--- src/rtl/exp_batch_sequencer_if.sv ---
// Handshake and data bundle between the batch sequencer, its operand ROM, the exp engine and the display.
// Latency: none. This is a wiring bundle only.
// Backpressure: none in the bundle itself. The engine stalls the sequencer through eng_done, and the user stalls it through step.
//
// Signals
//   start, step_mode, step       : user controls (level switches), toward the sequencer
//   rom_addr / rom_q             : ROM read port; rom_q follows rom_addr by the ROM latency
//   eng_x, eng_start             : operand and one-cycle start pulse toward the engine
//   eng_done, eng_intpart/frac   : completion and result from the engine
//   res_*, busy, done,
//   timeout_err                  : display-facing results and status from the sequencer
//
// Modports: master = sequencer side, slave = environment side (ROM, engine, user, display).
interface exp_batch_sequencer_if #(
    parameter int ADDR_W = 8
);
    logic              start;
    logic              step_mode;
    logic              step;
    logic [ADDR_W-1:0] rom_addr;
    logic [15:0]       rom_q;
    logic [15:0]       eng_x;
    logic              eng_start;
    logic              eng_done;
    logic [1:0]        eng_intpart;
    logic [15:0]       eng_fracpart;
    logic [1:0]        res_int;
    logic [15:0]       res_frac;
    logic [ADDR_W-1:0] res_addr;
    logic              res_valid;
    logic              busy;
    logic              done;
    logic              timeout_err;

    modport master (
        input  start, step_mode, step, rom_q, eng_done, eng_intpart, eng_fracpart,
        output rom_addr, eng_x, eng_start, res_int, res_frac, res_addr, res_valid,
               busy, done, timeout_err
    );

    modport slave (
        output start, step_mode, step, rom_q, eng_done, eng_intpart, eng_fracpart,
        input  rom_addr, eng_x, eng_start, res_int, res_frac, res_addr, res_valid,
               busy, done, timeout_err
    );
endinterface

--- src/rtl/exp_batch_sequencer.sv ---
// Walks ROM operands 0..COUNT-1 through the exp engine and captures each result for display.
// Latency: first eng_start comes ROM_LAT+2 cycles after the start edge; each item then takes ROM_LAT+4+engine cycles.
// Backpressure: waits in WAIT for eng_done (watchdog bounded); in step mode, waits in HOLD after each result until a step edge.
//
// Ports
//   clk     : system clock
//   rst     : asynchronous active-low reset; every output returns to 0
//   bus_io  : exp_batch_sequencer_if.master (ROM port, engine port, user controls, results/status)
module exp_batch_sequencer #(
    parameter int ADDR_W  = 8,
    parameter int COUNT   = 256,
    parameter int ROM_LAT = 1,
    parameter int TIMEOUT = 1023
) (
    input  logic                         clk,
    input  logic                         rst,
    exp_batch_sequencer_if.master        bus_io
);

    localparam logic [3:0] S_IDLE    = 4'd0;
    localparam logic [3:0] S_ROMWAIT = 4'd1;
    localparam logic [3:0] S_LATCH   = 4'd2;
    localparam logic [3:0] S_START   = 4'd3;
    localparam logic [3:0] S_WAIT    = 4'd4;
    localparam logic [3:0] S_STORE   = 4'd5;
    localparam logic [3:0] S_HOLD    = 4'd6;
    localparam logic [3:0] S_NEXT    = 4'd7;
    localparam logic [3:0] S_DONE    = 4'd8;

    localparam int LAT_W = (ROM_LAT > 1) ? $clog2(ROM_LAT) : 1;
    localparam int WD_W  = (TIMEOUT > 1) ? $clog2(TIMEOUT) : 1;

    localparam logic [ADDR_W-1:0] LAST_ADDR = ADDR_W'(COUNT - 1);
    localparam logic [LAT_W-1:0]  LAT_LAST  = LAT_W'(ROM_LAT - 1);
    // The eng_start cycle counts toward the watchdog budget. The abort therefore
    // lands exactly TIMEOUT cycles after eng_start. The watchdog reads 0 in the
    // first WAIT cycle, so the last WAIT cycle is the one where it reads TIMEOUT-2.
    // With TIMEOUT=1 this still leaves one WAIT cycle.
    localparam logic [WD_W-1:0]   WD_LAST   = WD_W'((TIMEOUT >= 2) ? (TIMEOUT - 2) : 0);

    logic [3:0]        state_q,    state_d;
    logic              start_q;
    logic              step_q;
    logic [ADDR_W-1:0] rom_addr_q, rom_addr_d;
    logic [15:0]       eng_x_q,    eng_x_d;
    logic [LAT_W-1:0]  lat_q,      lat_d;
    logic [WD_W-1:0]   wd_q,       wd_d;
    logic [1:0]        res_int_q,  res_int_d;
    logic [15:0]       res_frac_q, res_frac_d;
    logic [ADDR_W-1:0] res_addr_q, res_addr_d;
    logic              to_err_q,   to_err_d;

    logic start_edge;
    logic step_edge;

    // The switches are registered once. A rising edge is the current level high while the previous level was low.
    assign start_edge = bus_io.start & ~start_q;
    assign step_edge  = bus_io.step  & ~step_q;

    always_comb begin
        state_d    = state_q;
        rom_addr_d = rom_addr_q;
        eng_x_d    = eng_x_q;
        lat_d      = lat_q;
        wd_d       = wd_q;
        res_int_d  = res_int_q;
        res_frac_d = res_frac_q;
        res_addr_d = res_addr_q;
        to_err_d   = to_err_q;

        case (state_q)
            // DONE restarts exactly like IDLE. A new run clears any stale watchdog error.
            S_IDLE, S_DONE: begin
                if (start_edge) begin
                    rom_addr_d = '0;
                    to_err_d   = 1'b0;
                    lat_d      = '0;
                    state_d    = S_ROMWAIT;
                end
            end

            // Count ROM_LAT cycles from the address change, so rom_q is current when we reach LATCH.
            S_ROMWAIT: begin
                if (lat_q == LAT_LAST) begin
                    state_d = S_LATCH;
                end else begin
                    lat_d = lat_q + 1'b1;
                end
            end

            S_LATCH: begin
                eng_x_d = bus_io.rom_q;
                state_d = S_START;
            end

            S_START: begin
                wd_d    = '0;
                state_d = S_WAIT;
            end

            // The result registers load on the same edge that enters STORE.
            // This way res_* are already valid during the res_valid pulse, not one cycle after it.
            // An aborted run never reaches this load, so earlier results survive a timeout.
            S_WAIT: begin
                if (bus_io.eng_done) begin
                    res_int_d  = bus_io.eng_intpart;
                    res_frac_d = bus_io.eng_fracpart;
                    res_addr_d = rom_addr_q;
                    state_d    = S_STORE;
                end else if (wd_q >= WD_LAST) begin
                    to_err_d = 1'b1;
                    state_d  = S_DONE;
                end else begin
                    wd_d = wd_q + 1'b1;
                end
            end

            S_STORE: begin
                state_d = bus_io.step_mode ? S_HOLD : S_NEXT;
            end

            // step_mode is read as a level. Dropping it releases the pause, just as a step edge does.
            S_HOLD: begin
                if (step_edge || !bus_io.step_mode) begin
                    state_d = S_NEXT;
                end
            end

            // The address stops at the last operand. It never wraps.
            S_NEXT: begin
                if (rom_addr_q == LAST_ADDR) begin
                    state_d = S_DONE;
                end else begin
                    rom_addr_d = rom_addr_q + 1'b1;
                    lat_d      = '0;
                    state_d    = S_ROMWAIT;
                end
            end

            default: begin
                state_d = S_IDLE;
            end
        endcase
    end

    always_ff @(posedge clk or negedge rst) begin
        if (!rst) begin
            state_q    <= S_IDLE;
            start_q    <= 1'b0;
            step_q     <= 1'b0;
            rom_addr_q <= '0;
            eng_x_q    <= '0;
            lat_q      <= '0;
            wd_q       <= '0;
            res_int_q  <= '0;
            res_frac_q <= '0;
            res_addr_q <= '0;
            to_err_q   <= 1'b0;
        end else begin
            state_q    <= state_d;
            start_q    <= bus_io.start;
            step_q     <= bus_io.step;
            rom_addr_q <= rom_addr_d;
            eng_x_q    <= eng_x_d;
            lat_q      <= lat_d;
            wd_q       <= wd_d;
            res_int_q  <= res_int_d;
            res_frac_q <= res_frac_d;
            res_addr_q <= res_addr_d;
            to_err_q   <= to_err_d;
        end
    end

    // The pulses and status flags decode straight from the state register.
    // Reset therefore clears them at once, and no eng_start can be left pending.
    assign bus_io.rom_addr    = rom_addr_q;
    assign bus_io.eng_x       = eng_x_q;
    assign bus_io.eng_start   = (state_q == S_START);
    assign bus_io.res_int     = res_int_q;
    assign bus_io.res_frac    = res_frac_q;
    assign bus_io.res_addr    = res_addr_q;
    assign bus_io.res_valid   = (state_q == S_STORE);
    assign bus_io.busy        = (state_q != S_IDLE) && (state_q != S_DONE);
    assign bus_io.done        = (state_q == S_DONE);
    assign bus_io.timeout_err = to_err_q;

endmodule

--- src/flat_wrapper.sv ---
// flat-port wrapper written by rule: the top's interface ports become plain ports
module exp_batch_sequencer_flat 
#(
    parameter int ADDR_W  = 8,
    parameter int COUNT   = 256,
    parameter int ROM_LAT = 1,
    parameter int TIMEOUT = 1023
)
  (clk, rst, bus_io_start, bus_io_step_mode, bus_io_step, bus_io_rom_q, bus_io_eng_done, bus_io_eng_intpart, bus_io_eng_fracpart, bus_io_rom_addr, bus_io_eng_x, bus_io_eng_start, bus_io_res_int, bus_io_res_frac, bus_io_res_addr, bus_io_res_valid, bus_io_busy, bus_io_done, bus_io_timeout_err);
  exp_batch_sequencer_if #(.ADDR_W(ADDR_W)) bus_io_i ();
  input  logic clk;
  input  logic rst;
  input wire logic [$bits(bus_io_i.start)-1:0] bus_io_start;
  input wire logic [$bits(bus_io_i.step_mode)-1:0] bus_io_step_mode;
  input wire logic [$bits(bus_io_i.step)-1:0] bus_io_step;
  input wire logic [$bits(bus_io_i.rom_q)-1:0] bus_io_rom_q;
  input wire logic [$bits(bus_io_i.eng_done)-1:0] bus_io_eng_done;
  input wire logic [$bits(bus_io_i.eng_intpart)-1:0] bus_io_eng_intpart;
  input wire logic [$bits(bus_io_i.eng_fracpart)-1:0] bus_io_eng_fracpart;
  output wire logic [$bits(bus_io_i.rom_addr)-1:0] bus_io_rom_addr;
  output wire logic [$bits(bus_io_i.eng_x)-1:0] bus_io_eng_x;
  output wire logic [$bits(bus_io_i.eng_start)-1:0] bus_io_eng_start;
  output wire logic [$bits(bus_io_i.res_int)-1:0] bus_io_res_int;
  output wire logic [$bits(bus_io_i.res_frac)-1:0] bus_io_res_frac;
  output wire logic [$bits(bus_io_i.res_addr)-1:0] bus_io_res_addr;
  output wire logic [$bits(bus_io_i.res_valid)-1:0] bus_io_res_valid;
  output wire logic [$bits(bus_io_i.busy)-1:0] bus_io_busy;
  output wire logic [$bits(bus_io_i.done)-1:0] bus_io_done;
  output wire logic [$bits(bus_io_i.timeout_err)-1:0] bus_io_timeout_err;
  assign bus_io_i.start = bus_io_start;
  assign bus_io_i.step_mode = bus_io_step_mode;
  assign bus_io_i.step = bus_io_step;
  assign bus_io_i.rom_q = bus_io_rom_q;
  assign bus_io_i.eng_done = bus_io_eng_done;
  assign bus_io_i.eng_intpart = bus_io_eng_intpart;
  assign bus_io_i.eng_fracpart = bus_io_eng_fracpart;
  assign bus_io_rom_addr = bus_io_i.rom_addr;
  assign bus_io_eng_x = bus_io_i.eng_x;
  assign bus_io_eng_start = bus_io_i.eng_start;
  assign bus_io_res_int = bus_io_i.res_int;
  assign bus_io_res_frac = bus_io_i.res_frac;
  assign bus_io_res_addr = bus_io_i.res_addr;
  assign bus_io_res_valid = bus_io_i.res_valid;
  assign bus_io_busy = bus_io_i.busy;
  assign bus_io_done = bus_io_i.done;
  assign bus_io_timeout_err = bus_io_i.timeout_err;
  exp_batch_sequencer #(.ADDR_W(ADDR_W), .COUNT(COUNT), .ROM_LAT(ROM_LAT), .TIMEOUT(TIMEOUT)) u_core (.clk(clk), .rst(rst), .bus_io(bus_io_i));
endmodule
--- config.mk ---
export PLATFORM = sky130hd
export DESIGN_NAME = exp_batch_sequencer_flat
export DESIGN_NICKNAME = d
export VERILOG_FILES = /design/src/rtl/exp_batch_sequencer_if.sv /design/src/rtl/exp_batch_sequencer.sv /design/src/flat_wrapper.sv
export SDC_FILE = /design/constraint.sdc
export NUM_CORES = 1
export LEC_CHECK = 0
export ABC_AREA = 1
export CORE_ASPECT_RATIO = 0.75
export CORE_MARGIN = 2
export CORE_UTILIZATION = 40
export CTS_CLUSTER_DIAMETER = 200
export DETAILED_ROUTE_END_ITERATION = 6
export GPL_TIMING_DRIVEN = 0
export HOLD_SLACK_MARGIN = 0.03
export PLACE_DENSITY = 0.75
export SLEW_MARGIN = 10
export SYNTH_ARGS = -nofsm -noshare
export SYNTH_HDL_FRONTEND = slang
export SYNTH_SLANG_ARGS = --single-unit
--- constraint.sdc ---
create_clock -name clk -period 1.3 [get_ports clk]
set_input_delay 0.26 -clock clk [delete_from_list [all_inputs] [get_ports clk]]
set_output_delay 0.26 -clock clk [all_outputs]
set_load 0.02 [all_outputs]
# Word-level counts from Yosys, hierarchy flattened

Cells that the tools add are included.

Bits of input ports: 40
Word-level logic and storage cells: 74
Output and inout port bits: 55
Register bits: 68

Reduce and logical (&&, ||, !) cells: 16
Equal/unequal tests: 18
$add $sub $neg: 3
Bitwise logic cells: 4
Magnitude comparators: 1
Muxes and demuxes: 21

Operator list:

| kind                                                      | number |
|---|---|
| case mux 4 bit (8 select lines)                           | 1 |
| 2-to-1 mux 4 bit                                          | 6 |
| 2-to-1 mux 10 bit                                         | 2 |
| case mux 10 bit (2 select lines)                          | 1 |
| == test 4 x 3 -> 1 bit, second input constant             | 4 |
| 2-to-1 mux 8 bit                                          | 2 |
| case mux 8 bit (2 select lines)                           | 1 |
| adder 10 x 1 -> 10 bit, second input constant             | 1 |
| greater-or-equal comparator 10 bit, second input constant | 1 |
| AND reduction 3 bit                                       | 3 |
| adder 8 x 1 -> 8 bit, second input constant               | 1 |
| == test 4 x 2 -> 1 bit, second input constant             | 2 |
| == test 8 bit, second input constant                      | 1 |
| != test 2 bit, second input constant                      | 4 |
| AND reduction 4 bit                                       | 2 |
| 2-to-1 mux 1 bit                                          | 6 |
| != test 2 x 1 -> 1 bit, second input constant             | 3 |
| nonzero test 2 bit                                        | 3 |
| == test 4 x 1 -> 1 bit, second input constant             | 1 |
| == test 4 bit, second input constant                      | 1 |
| logical NOT 4 bit                                         | 1 |
| != test 4 bit, second input constant                      | 1 |
| nonzero test 4 bit                                        | 1 |
| != test 3 x 2 -> 1 bit, second input constant             | 1 |
| other kinds (11)                                          | 13 |

# Depth between registers and ports, before layout

Gate-level depths: netlist of run 1.

Depth after elaboration: 5
Gate-level depth with buffers: 10
Mapped depth without buffers: 10

# Worst setup path before layout of run 1

OpenSTA, ideal clock, no wires.

Path kind: reg2reg
From: register u_core.state_q[3]
To: register u_core.state_q[0]
Clock period less this slack: 1.550 ns
Path buffers: 0
Library setup time: 0.072 ns
Cell stages (with the launch flop): 8
Data arrival time: 1.478 ns
Required time: 1.228 ns
Slack: -0.250 ns
Path through: dfrtp_1 > inv_2 > nand2_2 > nor3_1 > inv_1 > o21ai_1 > nor2_1 > nor2_1

Elaborated cells between the ends (all ways): 16
Classes of those cells: 12 x eq/ne; 1 x mux; 3 x reduce/logical

RTL lines:

| item                            | line                       | RTL |
|---|---|---|
| from (decl)                     | exp_batch_sequencer.sv:41  | `logic [3:0] state_q, state_d;` |
| from (signal assigned)          | exp_batch_sequencer.sv:160 | `state_q <= state_d;` |
| == test 4 x 3 -> 1 bit          | --                         |  |
| via bus_io_res_valid            | flat_wrapper.sv:26         | `output wire logic [$bits(bus_io_i.res_valid)-1:0] bus_io_res_valid;` |
| case mux 4 bit (8 select lines) | exp_batch_sequencer.sv:71  | `case (state_q)` |

The timed path passes the listed nets, and every way through them passes these cells.
A chain may end at the register's enable or synchronous reset.

# Worst setup path in the final report of run 1

From: register u_core.state_q[1]
To: output port bus_io_res_valid

Word-level cells in the longest chain between the ends: 1

RTL lines:

| item                   | line                       | RTL |
|---|---|---|
| == test 4 x 3 -> 1 bit | exp_batch_sequencer.sv:182 | `assign bus_io.res_valid = (state_q == S_STORE);` |
| to (decl)              | flat_wrapper.sv:26         |  |

No other way between the ends.

==> results.cfg, run 1 <==
[grt]
grt_pass1_wl_mm = 14.1
grt_max_degree = 37
grt_pass1_vias = 2918
antenna_found_initial = 0
grt.total_usage_pct = 21.1
overflow = 0

[yosys]
syn-num-nets = 394
synth_top_area_share_pct = 52.0
syn_area_um2 = 3220
synthTopCellsByCount = 119 x nand2_1, 67 x dfrtp_1, 32 x inv_1
yosysMostFrequentCell = nand2_1
async_flop_share_pct = 100
avgSynthCellArea_um2 = 9.21
ys_seq_area_share_pct = 52.0
netlist_instances = 350
yosys_warnings = 0
synth-edff-count = 0
synth_top_area_cell = dfrtp_1
synthDistinctLibCells = 32
synth-seq-cells = 67
ys_dominant_reg_cell = dfrtp_1
ys_top_cells_by_area = dfrtp_1 52%, nand2_1 14%, mux2_4 4.7%

[placed_design]
dp_hpwl_mm = 5.53
port_buffers = 94
placed_cell_area_um2 = 4370
gp_congestion = 0.826

[sta]
fin_ws_ns = -0.366
period_needed_ns = 1.67
slew_violations = 0
finalSetupViolCount = 68
hold_violations = 0
fin_worst_skew_ns = 0.0116
rsz0062_at_grt = true
maxSlewHeadroom_pct = 70.1
worst_slew_pin_slew_ns = 0.448
max_freq_mhz = 600
fin_crit_sh_pct = 128

[floorplan]
die_width_um = 108
rows = 28
die_h_um = 81.7
initial_core_util_pct = 41.1
pin_count = 95
core_area_um2 = 7850
die_area_um2 = 8800

[setup_path]
crit_fanout = 4
path_delay_family = flip-flops
crit_type = flip-flop to output pin
worstPathRequired_ns = 1.04
crit_arrival_ns = 1.41
critPathSlowestCell = dfrtp_2
path_buf_inv = 2
crit_path_end_kind = output pin
cp_slowest_stage_delay_ns = 0.46
crit_chain = buf_4, nor3_4, buf_6
cp-start-kind = flip-flop

[final_layout]
fill_cells = 678
layout-drive-gt1-share_pct = 40.9
final_util_pct = 62.8
final_cell_area_um2 = 4930
syn_to_final_growth_pct = 52.9
diodes = 0
fin_nets = 543

[min_path]
hp-class = input port to asynchronous set/reset pin

[drt]
drt_wl_total_mm = 8.93
drc = 0
vias = 2964
viasPerCell = 4.87
drtIter0Drc = 133
wl_per_cell_um = 14.7
ant_nets = 0
dr.pass1.iters = 4

[clock_tree]
clock_tree.buffer_depth = 2
htree_levels = 3
cts_sinks = 67
tritoncts = yes
clock_latency_ns = 0.35
cts-root-buf = clkbuf_8
cts_buffers = 9
clkTransAtPathRegs_ns = 0.08

[pwr]
power_mw = 11.1
power_per_cell_area_nw_per_um2 = 2260
power_leakage_nw = 2.41
ir_drop_mv = 1.06

[job]
drv_cap = 0

[run_status]
status = finished with violations
violations = setup timing
[registers in the layout (all words and copies together) (netlist names)]
signal                     count
u_core.bus_io.eng_x           16
u_core.bus_io.res_frac        16
u_core.wd_q                   10
u_core.bus_io.res_addr         8
u_core.bus_io.rom_addr         8
u_core.state_q                 4
u_core.bus_io.res_int          2
u_core.bus_io.timeout_err      1
u_core.start_q                 1
u_core.step_q                  1
[placed cells by master, fill, tap and decap left out, drive strengths merged, types with 2 or more instances in the layout]
cell	n
bufinv	2
inv	38
xor2	2
buf	76
nand3	21
a21oi	3
clkbuf	33
nand2	127
nand3b	2
mux2	16
nor3	3
dfrtp	67
clkdlybuf4s50	38
nand4	6
clkdlybuf4s15	8
nor2	21
ha	4
o21ai	29
[stage by stage]
| step | worst slack (ns) | cells | hold slack (ns) | setup TNS [ns] |
|---|---|---|---|---|
| 3_5_place_dp | -0.485 | 550 | 0.234 | -12.77 |
| 2_1_floorplan | -0.0187 | 350 | -0.0356 | -0.229 |
| 4_1_cts | -0.293 | 608 | 0.391 | -10.90 |
| 3_3_place_gp | -2.57 | 549 | 0.453 | -167.26 |
| 5_1_grt | -0.399 | 609 | 0.385 | -13.83 |
| 6_report | -0.366 | 609 | 0.397 | -10.42 |
[power breakdown]
part | switching, mW | internal, mW | leakage (nW)
Combinational | 3.08 | 2.62 | 1.46
Clock | 0.858 | 1.14 | 0.110
Sequential | 0.529 | 2.88 | 0.838
Total | 4.47 | 6.65 | 2.41
[cells by family (layout without fill, tap and decap cells)]
group,after synthesis,after routing,synth area share (%)
compound gates,35,35,6.72
flops,67,67,52.0
mux,16,16,6.75
xor+xnor,2,2,0.544
simple gates,182,182,26.0
fa+ha+maj,4,4,1.55
buf+inv,44,198,6.44
[worst register-to-register path: cells and delay by family (launching register included)]
kind,cells,cell delay [ns]
simple gates,6,0.62
buf+inv,2,0.29
compound gates,1,0.06
flops,1,0.45
[path summary, 6_finish.rpt]
kind	from	endpoint	slack [ns]	cells after the start
min in group clk	bus_io_step	u_core.step_q	0.40	1
worst max-delay path	u_core.state_q[1]	bus_io_res_valid	-0.37	3
worst min register to register	u_core.bus_io.res_frac[1]	u_core.bus_io.res_frac[1]	0.47	2
worst min-delay path	rst	u_core.bus_io.eng_x[3]	0.40	2
worst max register to register	u_core.state_q[3]	u_core.state_q[0]	-0.20	9
max in group asynchronous	rst	u_core.bus_io.rom_addr[0]	0.36	3
[per-layer routing]
layer	wire length (µm)	GRT usage [%]	vias up	share of wire, %
li1	-	-	1416	-
met1	3880	25.8	1423	43
met2	4350	35.1	101	49
met3	447	6.83	24	5.0
met4	252	8.08	0	2.8
met5	0	0	-	0
[what timing repair did]
action,4_1_cts,5_1_grt
gates cloned,4,0
hold buffers,1,0
pin swaps,18,16
endpoints found under the setup margin,113,106
hold endpoints to repair,31,0
resized for setup,206,55
buffers inserted,37,4
[area by class of cell]
class	count	area (µm²)	area share, %
multi-input cells	239	1490	30.3
clock inverters	5	85.1	1.73
plain buffers	7	83.8	1.70
well taps	105	131	2.67
repair buffers	138	1150	23.4
clock buffers	11	141	2.87
inverters	37	149	3.02
flip-flops and latches	67	1690	34.3
(Power assumes the default switching activity.)
==> inputs of run 2 (changes only) <==
--- a/config.mk
+++ b/config.mk
@@ -5,7 +5,6 @@
 export SDC_FILE = /design/constraint.sdc
 export NUM_CORES = 1
 export LEC_CHECK = 0
-export ABC_AREA = 1
 export CORE_ASPECT_RATIO = 0.75
 export CORE_MARGIN = 2
 export CORE_UTILIZATION = 40
@@ -13,7 +12,7 @@
 export DETAILED_ROUTE_END_ITERATION = 6
 export GPL_TIMING_DRIVEN = 0
 export HOLD_SLACK_MARGIN = 0.03
-export PLACE_DENSITY = 0.75
+export PLACE_DENSITY = 0.76
 export SLEW_MARGIN = 10
 export SYNTH_ARGS = -nofsm -noshare
 export SYNTH_HDL_FRONTEND = slang
==> results.cfg, run 2 <==
[run_status]
status = finished with violations
violations = setup timing

[clock_tree]
htree_levels = 3
tritoncts = yes
cts_sinks = 67
clock_latency_ns = 0.35
cts_buffers = 9
cts-root-buf = clkbuf_8
clkTransAtPathRegs_ns = 0.08
clock_tree.buffer_depth = 2

[setup_path]
crit_chain = or4b_4, nor2_8, a21oi_4, buf_6, o21ai_0, o41ai_2
critPathSlowestCell = or4b_4
cp-start-kind = flip-flop
cp_slowest_stage_delay_ns = 0.60
worstPathRequired_ns = 1.51
path_buf_inv = 1
path_delay_family = simple AND/OR/NAND/NOR gates
crit_arrival_ns = 2.09
crit_fanout = 5
crit_path_end_kind = flip-flop
crit_type = flip-flop to flip-flop

[floorplan]
die_width_um = 104
initial_core_util_pct = 40.9
pin_count = 95
rows = 27
die_h_um = 78.8
die_area_um2 = 8170
core_area_um2 = 7300

[yosys]
yosysMostFrequentCell = dfrtp_1
async_flop_share_pct = 100
netlist_instances = 242
ys_top_cells_by_area = dfrtp_1 56%, mux2_2 16%, nor2_1 2.3%
synthTopCellsByCount = 67 x dfrtp_1, 42 x mux2_2, 18 x nor2_1
syn_area_um2 = 2980
synth_top_area_cell = dfrtp_1
synth_top_area_share_pct = 56.2
synth-seq-cells = 67
yosys_warnings = 0
synth-edff-count = 0
synthDistinctLibCells = 45
avgSynthCellArea_um2 = 12.3
ys_dominant_reg_cell = dfrtp_1
ys_seq_area_share_pct = 56.2
syn-num-nets = 286

[grt]
grt_pass1_wl_mm = 12.7
grt_pass1_vias = 2522
grt.total_usage_pct = 19.7
antenna_found_initial = 0
overflow = 0
grt_max_degree = 47

[placed_design]
dp_hpwl_mm = 5.12
placed_cell_area_um2 = 4180
port_buffers = 94
gp_congestion = 0.794

[drt]
drt_wl_total_mm = 8.76
dr.pass1.iters = 4
drc = 0
drtIter0Drc = 116
vias = 2603
wl_per_cell_um = 17.4
viasPerCell = 5.17
ant_nets = 0

[pwr]
power.switching_mw = 3.95
p_seq_share_pct = 30.5
ir_drop_mv = 0.781
switching_share_pct = 37.2
power_per_cell_area_nw_per_um2 = 2210
clkPwrFrac_pct = 19.0
power_mw = 10.6
internal-power_mw = 6.66
power_leakage_nw = 2.22
combPwrFrac_pct = 50.5

[sta]
rsz0062_at_grt = true
max_freq_mhz = 531
hold_violations = 0
fin_ws_ns = -0.583
period_needed_ns = 1.88
fin_worst_skew_ns = 0.00908
tns_ns = -30.86
holdWs_ns = 0.343
worst_slew_pin_slew_ns = 0.462
finalSetupViolCount = 68
fin_crit_sh_pct = 145
maxSlewHeadroom_pct = 69.1
slew_violations = 0

[final_layout]
fill_cells = 545
final_cell_mix = 62 x dfrtp_1, 38 x clkdlybuf4s50_1, 36 x buf_4, 34 x mux2_2, 32 x clkbuf_2
fin_nets = 441
final_cell_area_um2 = 4810
diodes = 0
syn_to_final_growth_pct = 61.1
layout-drive-gt1-share_pct = 51.5
final_util_pct = 65.9
seqCellArea_um2 = 1680
multiInputGateArea_um2 = 1440
final_common_cell = dfrtp_1

[job]
drv_cap = 0

[min_path]
hp-class = input port to asynchronous set/reset pin
-- run 2: worst reg2reg max path: cells and delay by family (launching register included) --
kind | cells | cell delay (ns)
and+or+nand+nor | 2 | 0.73
AOI/OAI and AO/OA | 3 | 0.45
DFF | 1 | 0.42
buffers and inverters | 1 | 0.14
-- run 2: timing repair --
item	in CTS	in global routing
hold endpoints to repair	21	0
gates resized for setup	181	60
pin swaps	10	14
buffers inserted	31	17
cloned	2	0
endpoints found under the setup margin	119	102
hold buffers	1	0
-- run 2: metal layers --
layer | global-route usage, % | part of all wire, %
met5 | 0 | 0
met4 | 6.49 | 2.2
met3 | 5.50 | 5.9
met2 | 31.7 | 49
met1 | 26.1 | 43
-- run 2: worst paths after layout --
check | from | cells after the start | slack [ns] | endpoint
setup / recovery | u_core.state_q[0] | 6 | -0.58 | u_core.wd_q[3]
hold / removal | rst | 2 | 0.34 | u_core.wd_q[8]
setup reg to reg | u_core.state_q[0] | 6 | -0.58 | u_core.wd_q[3]
hold reg to reg | u_core.bus_io.eng_x[11] | 1 | 0.50 | u_core.bus_io.eng_x[11]
max in group asynchronous | rst | 3 | 0.41 | u_core.bus_io.rom_addr[1]
min in group clk | bus_io_step | 1 | 0.37 | u_core.step_q
-- run 2: area by class of cell --
class / instances / share of cell area [%]
sequential: 67 / 35.0
clock inverter: 5 / 1.74
inverter: 5 / 0.494
buffer: 10 / 2.03
timing repair buffer: 144 / 25.1
clock buffer: 11 / 3.15
multi-input combinational: 160 / 29.9
tap: 101 / 2.63
-- run 2: stage by stage --
stage / cells / setup WS (ns)
2_1_floorplan: 242 / -0.532
3_3_place_gp: 437 / -2.49
3_5_place_dp: 438 / -0.723
4_1_cts: 488 / -0.535
5_1_grt: 503 / -0.665
6_report: 503 / -0.583
-- run 2: cell families after synthesis --
family,synth area share [%]
AO/OA/AOI/OAI,8.01
XOR/XNOR,1.47
adder cells (fa/ha/maj),1.68
buffers and inverters,2.43
flip-flops,56.2
multiplexers,16.2
AND/OR/NAND/NOR,14.0
-- run 2: power by group through the flow --
stage | logic (mW) | registers [mW] | clock network (mW)
2_1_floorplan | 1.94 | 4.01 | 0
3_3_place_gp | 4.54 | 3.22 | 0
3_5_place_dp | 4.65 | 3.26 | 0
4_1_cts | 5.12 | 3.22 | 2.05
5_1_grt | 5.67 | 3.34 | 2.15
6_report | 5.36 | 3.23 | 2.01
